<file path="src/rtl/uart_tx.sv">
// UART transmitter: start bit, 8 data bits LSB first, even parity, one stop bit.
// Each serial bit is held for BIT_COUNTS clock cycles; all outputs are registered.
module uart_tx #(
   parameter int unsigned BIT_COUNTS = 5
) (
   input  logic       clk,
   input  logic       rst,
   input  logic [7:0] data,
   input  logic       start,
   output logic       tx_line,
   output logic       busy,
   output logic       finish
);

   localparam int unsigned CNT_W = $clog2(BIT_COUNTS) + 1;
   localparam logic [CNT_W-1:0] CNT_LAST = CNT_W'(BIT_COUNTS - 1);

   typedef enum logic [2:0] {
      S_IDLE,
      S_START,
      S_DATA,
      S_PARITY,
      S_STOP
   } state_t;

   state_t           state_q, state_d;
   logic [CNT_W-1:0] cnt_q, cnt_d;
   logic [2:0]       bit_q, bit_d;
   logic [7:0]       shift_q, shift_d;
   logic             parity_q, parity_d;
   logic             tx_q, tx_d;
   logic             busy_q, busy_d;
   logic             finish_q, finish_d;
   logic             bit_end;

   assign bit_end = (cnt_q == CNT_LAST);

   // State register; reset forces the line idle-high immediately.
   always_ff @(posedge clk or posedge rst) begin
      if (rst) begin
         state_q  <= S_IDLE;
         cnt_q    <= '0;
         bit_q    <= '0;
         shift_q  <= '0;
         parity_q <= 1'b0;
         tx_q     <= 1'b1;
         busy_q   <= 1'b0;
         finish_q <= 1'b0;
      end else begin
         state_q  <= state_d;
         cnt_q    <= cnt_d;
         bit_q    <= bit_d;
         shift_q  <= shift_d;
         parity_q <= parity_d;
         tx_q     <= tx_d;
         busy_q   <= busy_d;
         finish_q <= finish_d;
      end
   end

   // Next-state, datapath and registered-output logic.
   always_comb begin
      state_d  = state_q;
      cnt_d    = cnt_q;
      bit_d    = bit_q;
      shift_d  = shift_q;
      parity_d = parity_q;
      tx_d     = 1'b1;
      busy_d   = 1'b0;
      finish_d = 1'b0;

      case (state_q)
         S_IDLE: begin
            if (start) begin
               state_d  = S_START;
               shift_d  = data;
               parity_d = ^data;
               bit_d    = '0;
            end
         end
         S_START: begin
            if (bit_end) state_d = S_DATA;
         end
         S_DATA: begin
            if (bit_end) begin
               shift_d = {1'b0, shift_q[7:1]};
               if (bit_q == 3'd7) begin
                  state_d = S_PARITY;
                  bit_d   = '0;
               end else begin
                  bit_d = bit_q + 3'd1;
               end
            end
         end
         S_PARITY: begin
            if (bit_end) state_d = S_STOP;
         end
         S_STOP: begin
            if (bit_end) begin
               state_d  = S_IDLE;
               finish_d = 1'b1;
            end
         end
         default: state_d = S_IDLE;
      endcase

      // Bit-time counter restarts on every bit boundary and state change.
      if ((state_d != state_q) || bit_end) begin
         cnt_d = '0;
      end else if (state_q != S_IDLE) begin
         cnt_d = cnt_q + CNT_W'(1);
      end

      // Outputs follow the state being entered so they line up with it.
      case (state_d)
         S_IDLE:   tx_d = 1'b1;
         S_START:  tx_d = 1'b0;
         S_DATA:   tx_d = shift_d[0];
         S_PARITY: tx_d = parity_d;
         S_STOP:   tx_d = 1'b1;
         default:  tx_d = 1'b1;
      endcase
      busy_d = (state_d != S_IDLE);
   end

   assign tx_line = tx_q;
   assign busy    = busy_q;
   assign finish  = finish_q;

endmodule

</file>
<file path="config.mk">
export PLATFORM = sky130hd
export DESIGN_NAME = uart_tx
export DESIGN_NICKNAME = d
export VERILOG_FILES = /design/src/rtl/uart_tx.sv
export SDC_FILE = /design/constraint.sdc
export NUM_CORES = 1
export LEC_CHECK = 0
export ABC_AREA = 1
export CORE_ASPECT_RATIO = 0.9
export CORE_MARGIN = 3
export CORE_UTILIZATION = 55
export DETAILED_ROUTE_END_ITERATION = 8
export PLACE_DENSITY = 0.83
export SYNTH_ARGS = -nofsm -noshare
export SYNTH_HDL_FRONTEND = slang
export SYNTH_SLANG_ARGS = --single-unit
</file>
<file path="constraint.sdc">
create_clock -name clk -period 1.8 [get_ports clk]
set_input_delay 0.45 -clock clk [delete_from_list [all_inputs] [get_ports clk]]
set_output_delay 0.45 -clock clk [all_outputs]
set_load 0.005 [all_outputs]
</file>
==> flow_summary.toml, run 1 <==
[die]
initial_utilization = 0.600
core_um2 = 2240
die_w_um = 58.1
io_pins = 14
rows = 16
dieArea_um2 = 3080
die_h_um = 52.9

[flow_run]
maxCapViolations = 0

[grt]
grt_pass1_wl_mm = 4.61
grt_remaining_overflow = 0
track_usage = 0.200
grt_max_degree = 23
grt_pass1_vias = 1069
antenna_found_initial = 0

[timing]
finClkSkew_ns = 0.00772
final_hold_viol_count = 0
fin_crit_sh = 0.914
layout_min_cycle_time_ns = 1.64
rsz0062_at_grt = "no"
max_freq_mhz = 608
slew_headroom = 0.818
maxSlewViolCount = 0
setup_tns_ns = 0
setup_violations = 0
worst_pin_slew_ns = 0.273

[layout]
num_antenna_cells = 0
nets = 203
fin_util = 0.688
drive_gt1_frac = 0.139
synthToLayoutAreaGrowth_pct = 14.7

[drt]
drt_iter0_drc = 30
vias = 1123
viasPerCell = 5.25
drc = 0
ant_nets = 0
routed_wirelength_mm = 2.55
wl_per_cell_um = 11.9
drtPass1Iterations = 6

[logic_synthesis]
mappedNetlistNets = 184
netlist_instances = 169
netlist.area_leader.share = 0.391
syn_avg_cell_area_um2 = 7.96
ys_seq_area_frac = 0.410
async_flop_share = 1.00
synth_area_leader_cell = "dfrtp_1"
synth-seq-cells = 22
synthFlopType = "dfrtp_1"
synth_area_um2 = 1350
synth_area_leaders = "dfrtp_1 (39%), nand2_1 (17%), inv_1 (5.0%)"
synth_edf_count = 0
synth.distinct_cells = 34
ys_warn_count = 0

[cts]
cts_sinks = 22
clockBufferDepth = 2
cts_root_buffer = "clkbuf_4"
cts_tree = "done"
htreeDepth = 1
post_cts_buffers = 0
cts-buffers-inserted = 3
path_clk_slew_ns = 0.12
clk_latency_ns = 0.32

[min_path]
hp-class = "primary input to async pin"

[worst_setup_path]
crit_path_cell_trace = "inv_1 -> ha_1 -> nand2_1 -> nor2_2 -> nor2_1 -> nor2_2 -> nand2_2 -> clkinv_1 -> nand3_2 -> or2_1"
startpoint_type = "flop"
critPathLaunch = "cnt_q[0]"
path_common_cell = "nor2_2"
critPathMaxStageDelay_ns = 0.41
critical_path_class = "flop to flop"
slowest_stage = "dfrtp_1"
path_buf_inv = 2
endpoint_kind = "flop"
cp_data_required_time_ns = 2.02
cp_max_fo = 3
cpLargestDelayFamily = "simple AND/OR/NAND/NOR gates"
cp.arrival_ns = 1.87
reg2reg_from = "cnt_q[0]"

[place]
place_hpwl_mm = 2.03
port_buffers = 13
gp_congestion = 0.749

[pwr]
power.density_nw_per_um2 = 556
p_leak_nw = 0.810
irDropWorstVdd_v = 0.000457

[run_status]
status = "finished clean"
final timing paths:
check | end | slack, ns | cells after the start
min in group clk | shift_q[6] | 0.50 | 2
max in group asynchronous | tx_line | 1.09 | 3
setup / recovery | busy | 0.16 | 10
hold reg to reg | shift_q[6] | 0.50 | 2
hold / removal | state_q[0] | 0.44 | 3
setup reg to reg | busy | 0.16 | 10
registers in the layout, indices dropped and copies added (netlist names):
name and flops:
shift_q 8, cnt_q 4, parity_q 1, bit_q 3, tx_line 1, state_q 3, busy 1, finish 1
per-stage QoR:
stage                     hold slack, ns  power, W  area (um2)  worst slack, ns  cells
after global placement             0.464  0.000587        1510           0.0377    210
final                              0.442  0.000858        1540            0.155    214
after detailed placement           0.473  0.000592        1510           0.0357    210
after floorplan                    0.438  0.000549        1350            0.306    169
after CTS                          0.448  0.000868        1540           0.0899    214
after global routing               0.455  0.000901        1540          0.00393    214
logic make-up after synthesis:
kind of cell,Yosys count,synth area share
AO/OA/AOI/OAI,17,0.0930
XOR/XNOR,4,0.0261
adder cells (fa/ha/maj),4,0.0372
buffers and inverters,26,0.0902
flip-flops,22,0.410
AND/OR/NAND/NOR,96,0.343
Yosys cell counts (2+ instances only):
cell      instances
a21oi_1           2
a22oi_1           6
clkinv_1          2
dfrtp_1          21
ha_1              4
inv_1            18
inv_2             2
inv_4             2
nand2_1          61
nand3_1           6
nand3_2           3
nand3_4           2
nor2_1           14
nor2_2            2
o21ai_1           3
xor2_1            3
layout make-up:
type / count / area, um2
well taps: 27 / 33.8
multi-input cells: 121 / 674
fillers: 178 / 699
flip-flops and latches: 22 / 552
inverters: 24 / 95.1
clock buffers: 4 / 36.3
repair buffers: 16 / 151
tightest hold or removal path, stage by stage:
cell and delay [ns]:
clkdlybuf4s50_1 0.39, inv_1 0.05, buf_4 0.27
metal layers:
metal | vias up | global-route usage | share of wire
met5 | - | 0 | 0
met2 | 18 | 0.336 | 0.50
li1 | 576 | - | -
met1 | 526 | 0.250 | 0.45
met3 | 3 | 0.0610 | 0.045
met4 | 0 | 0.0541 | 0.0086
where the power goes:
part           leakage, nW  internal (W)  switching [W]
Combinational        0.498     0.0000374      0.0000502
Clock               0.0210      0.000124       0.000152
Sequential           0.291      0.000494              0
Total                0.810      0.000655       0.000203
cells in the final DEF, fill, tap and decap left out, drive strengths merged, types with 2 or more instances in the layout:
cell,Yosys,final
clkinv,2,2
a22oi,6,6
dfrtp,21,21
buf,2,3
o211ai,2,2
xor2,3,3
clkdlybuf4s50,0,12
nor2,18,18
clkbuf,0,4
nand3,11,11
o21ai,4,4
ha,4,4
nand2,62,62
inv,22,22
a21oi,3,3
or2,2,2
what timing repair did:
| item | 4_1_cts | 5_1_grt |
|---|---|---|
| gates cloned | 0 | 0 |
| gates resized for setup | 1 | 1 |
| hold buffers | 0 | 0 |
| setup endpoints to repair | 1 | 2 |
Note: power is estimated with default switching activity, not from simulation.
==> run 2: changes to the inputs <==
SKIP_LAST_GASP = 1   (was default)
==> results of run 2 <==
Final layout, timing and power as in run 1 (identical DEF).
==> run 3: changes to the inputs <==
GPL_TIMING_DRIVEN = 0   (was default)
SKIP_CTS_REPAIR_TIMING = 1   (was default)
==> run 3 against run 2 <==
First-iteration DRC count increased by 43%. Worst setup slack got worse by 0.0079 ns. Sequential share of layout area decreased by 0.17 points. Highest routed layer unchanged.
==> flow_summary.toml, run 3 (synthesis gave the netlist of run 1 again) <==
[run_status]
status = "finished clean"

[die]
rows = 16
die_w_um = 58.1
dieArea_um2 = 3080
io_pins = 14
die_h_um = 52.9
initial_utilization = 0.600
core_um2 = 2240

[timing]
maxSlewViolCount = 0
fin_crit_sh = 0.918
slew_headroom = 0.445
setup_violations = 0
setup_slack_ns = 0.147
worst_pin_slew_ns = 0.831
finClkSkew_ns = 0.0180
setup_tns_ns = 0
rsz0062_at_grt = "no"
layout_min_cycle_time_ns = 1.65
max_freq_mhz = 605
final_hold_viol_count = 0

[pwr]
irDropWorstVdd_v = 0.000512
power.density_nw_per_um2 = 551
pwr-share-clk = 0.320
power_switching_w = 0.000200
internal_power_w = 0.000654
comb_power_share = 0.101
switching_share = 0.235
pwr-share-seq = 0.579
p_leak_nw = 0.812

[cts]
cts_tree = "done"
path_clk_slew_ns = 0.13
htreeDepth = 1
cts-buffers-inserted = 3
cts_root_buffer = "clkbuf_4"
clk_latency_ns = 0.32
clockBufferDepth = 2
cts_sinks = 22

[layout]
fin_util = 0.691
num_antenna_cells = 0
top_register = "shift_q"
nets = 202
drive_gt1_frac = 0.134
mostFrequentLayoutCells = "nand2_1 (61), dfrtp_1 (21), inv_1 (18)"
multiInputGateArea_um2 = 674
fin_area_um2 = 1550
largest_reg_flops = 8
synthToLayoutAreaGrowth_pct = 15.3
top_regs = "shift_q x8, cnt_q x4"
fin_cells = 213
final_common_cell = "nand2_1"
fillCellCount = 186
seqCellArea_um2 = 552

[worst_setup_path]
regToRegSetupSlack_ns = 0.15
cp_max_fo = 3
critPathLaunch = "cnt_q[0]"
cp_data_required_time_ns = 2.02
ff2ff_path_depth = 10
reg2reg_from = "cnt_q[0]"
critical_path_class = "flop to flop"
startpoint_type = "flop"
cp-endpoint = "busy"
cp.arrival_ns = 1.88
r2r-end = "busy"
endpoint_kind = "flop"

[grt]
grt_pass1_vias = 1121
grt_max_degree = 23
antenna_found_initial = 0
grt_remaining_overflow = 0
track_usage = 0.201
grt_pass1_wl_mm = 4.66

[place]
gp_congestion = 0.736
port_buffers = 13
dp_cells = 209
place_ws_ns = 0.00440
place_hpwl_mm = 2.15
dpl-instance-area_um2 = 1510

[drt]
drtPass1Iterations = 4
vias = 1112
drt_iter0_drc = 43
viasPerCell = 5.22
routed_wirelength_mm = 2.68
ant_nets = 0
wl_per_cell_um = 12.6
drc = 0

[min_path]
hp-class = "flop to flop"
min_path_cells = 2

[flow_run]
maxCapViolations = 0
run 3: per-layer routing:
layer  track usage  wire, um  vias to the layer above  share of wire
met4        0.0618        34                        0          0.013
met5             0         0                        -              0
met3        0.0488       113                        5          0.042
met1         0.227      1170                      512           0.44
met2         0.374      1370                       22           0.51
li1              -         -                      573              -
run 3: final cells by class:
| cell class | count | share of cell area |
|---|---|---|
| inverter | 24 | 0.0613 |
| buffer | 2 | 0.0169 |
| multi-input combinational | 121 | 0.435 |
| tap | 27 | 0.0218 |
| sequential | 22 | 0.356 |
| timing repair buffer | 13 | 0.0856 |
| clock buffer | 4 | 0.0234 |
run 3: per-stage QoR:
stage          total power [W]  hold slack (ns)
3_3_place_gp          0.000585            0.463
3_5_place_dp          0.000591            0.475
2_1_floorplan         0.000549            0.438
4_1_cts               0.000861            0.502
6_report              0.000854            0.494
5_1_grt               0.000886            0.538
run 3: critical path, stage by stage, from the launching register on:
cell	delay, ns
dfrtp_1	0.41
inv_1	0.11
ha_1	0.23
nand2_1	0.09
nor2_2	0.14
nor2_1	0.07
nor2_2	0.10
nand2_2	0.08
clkinv_1	0.07
nand3_2	0.06
or2_1	0.20
run 3: how the worst min path moves through the flow:
| stage | slack (ns) | endpoint | startpoint |
|---|---|---|---|
| floorplan | 0.44 | bit_q[0] | rst |
| global placement | 0.46 | shift_q[6] | shift_q[6] |
| detailed placement | 0.47 | shift_q[4] | shift_q[4] |
| CTS | 0.50 | shift_q[4] | shift_q[4] |
| global route | 0.54 | shift_q[4] | shift_q[4] |
| finish | 0.49 | shift_q[6] | shift_q[6] |
run 3: power by group through the flow:
stage | clock network, W | logic [W] | registers (W)
final | 0.000273 | 0.0000867 | 0.000494
after global routing | 0.000293 | 0.0000988 | 0.000494
after detailed placement | 0 | 0.0000871 | 0.000504
after global placement | 0 | 0.0000816 | 0.000504
after floorplan | 0 | 0.0000453 | 0.000504
after CTS | 0.000280 | 0.0000872 | 0.000494
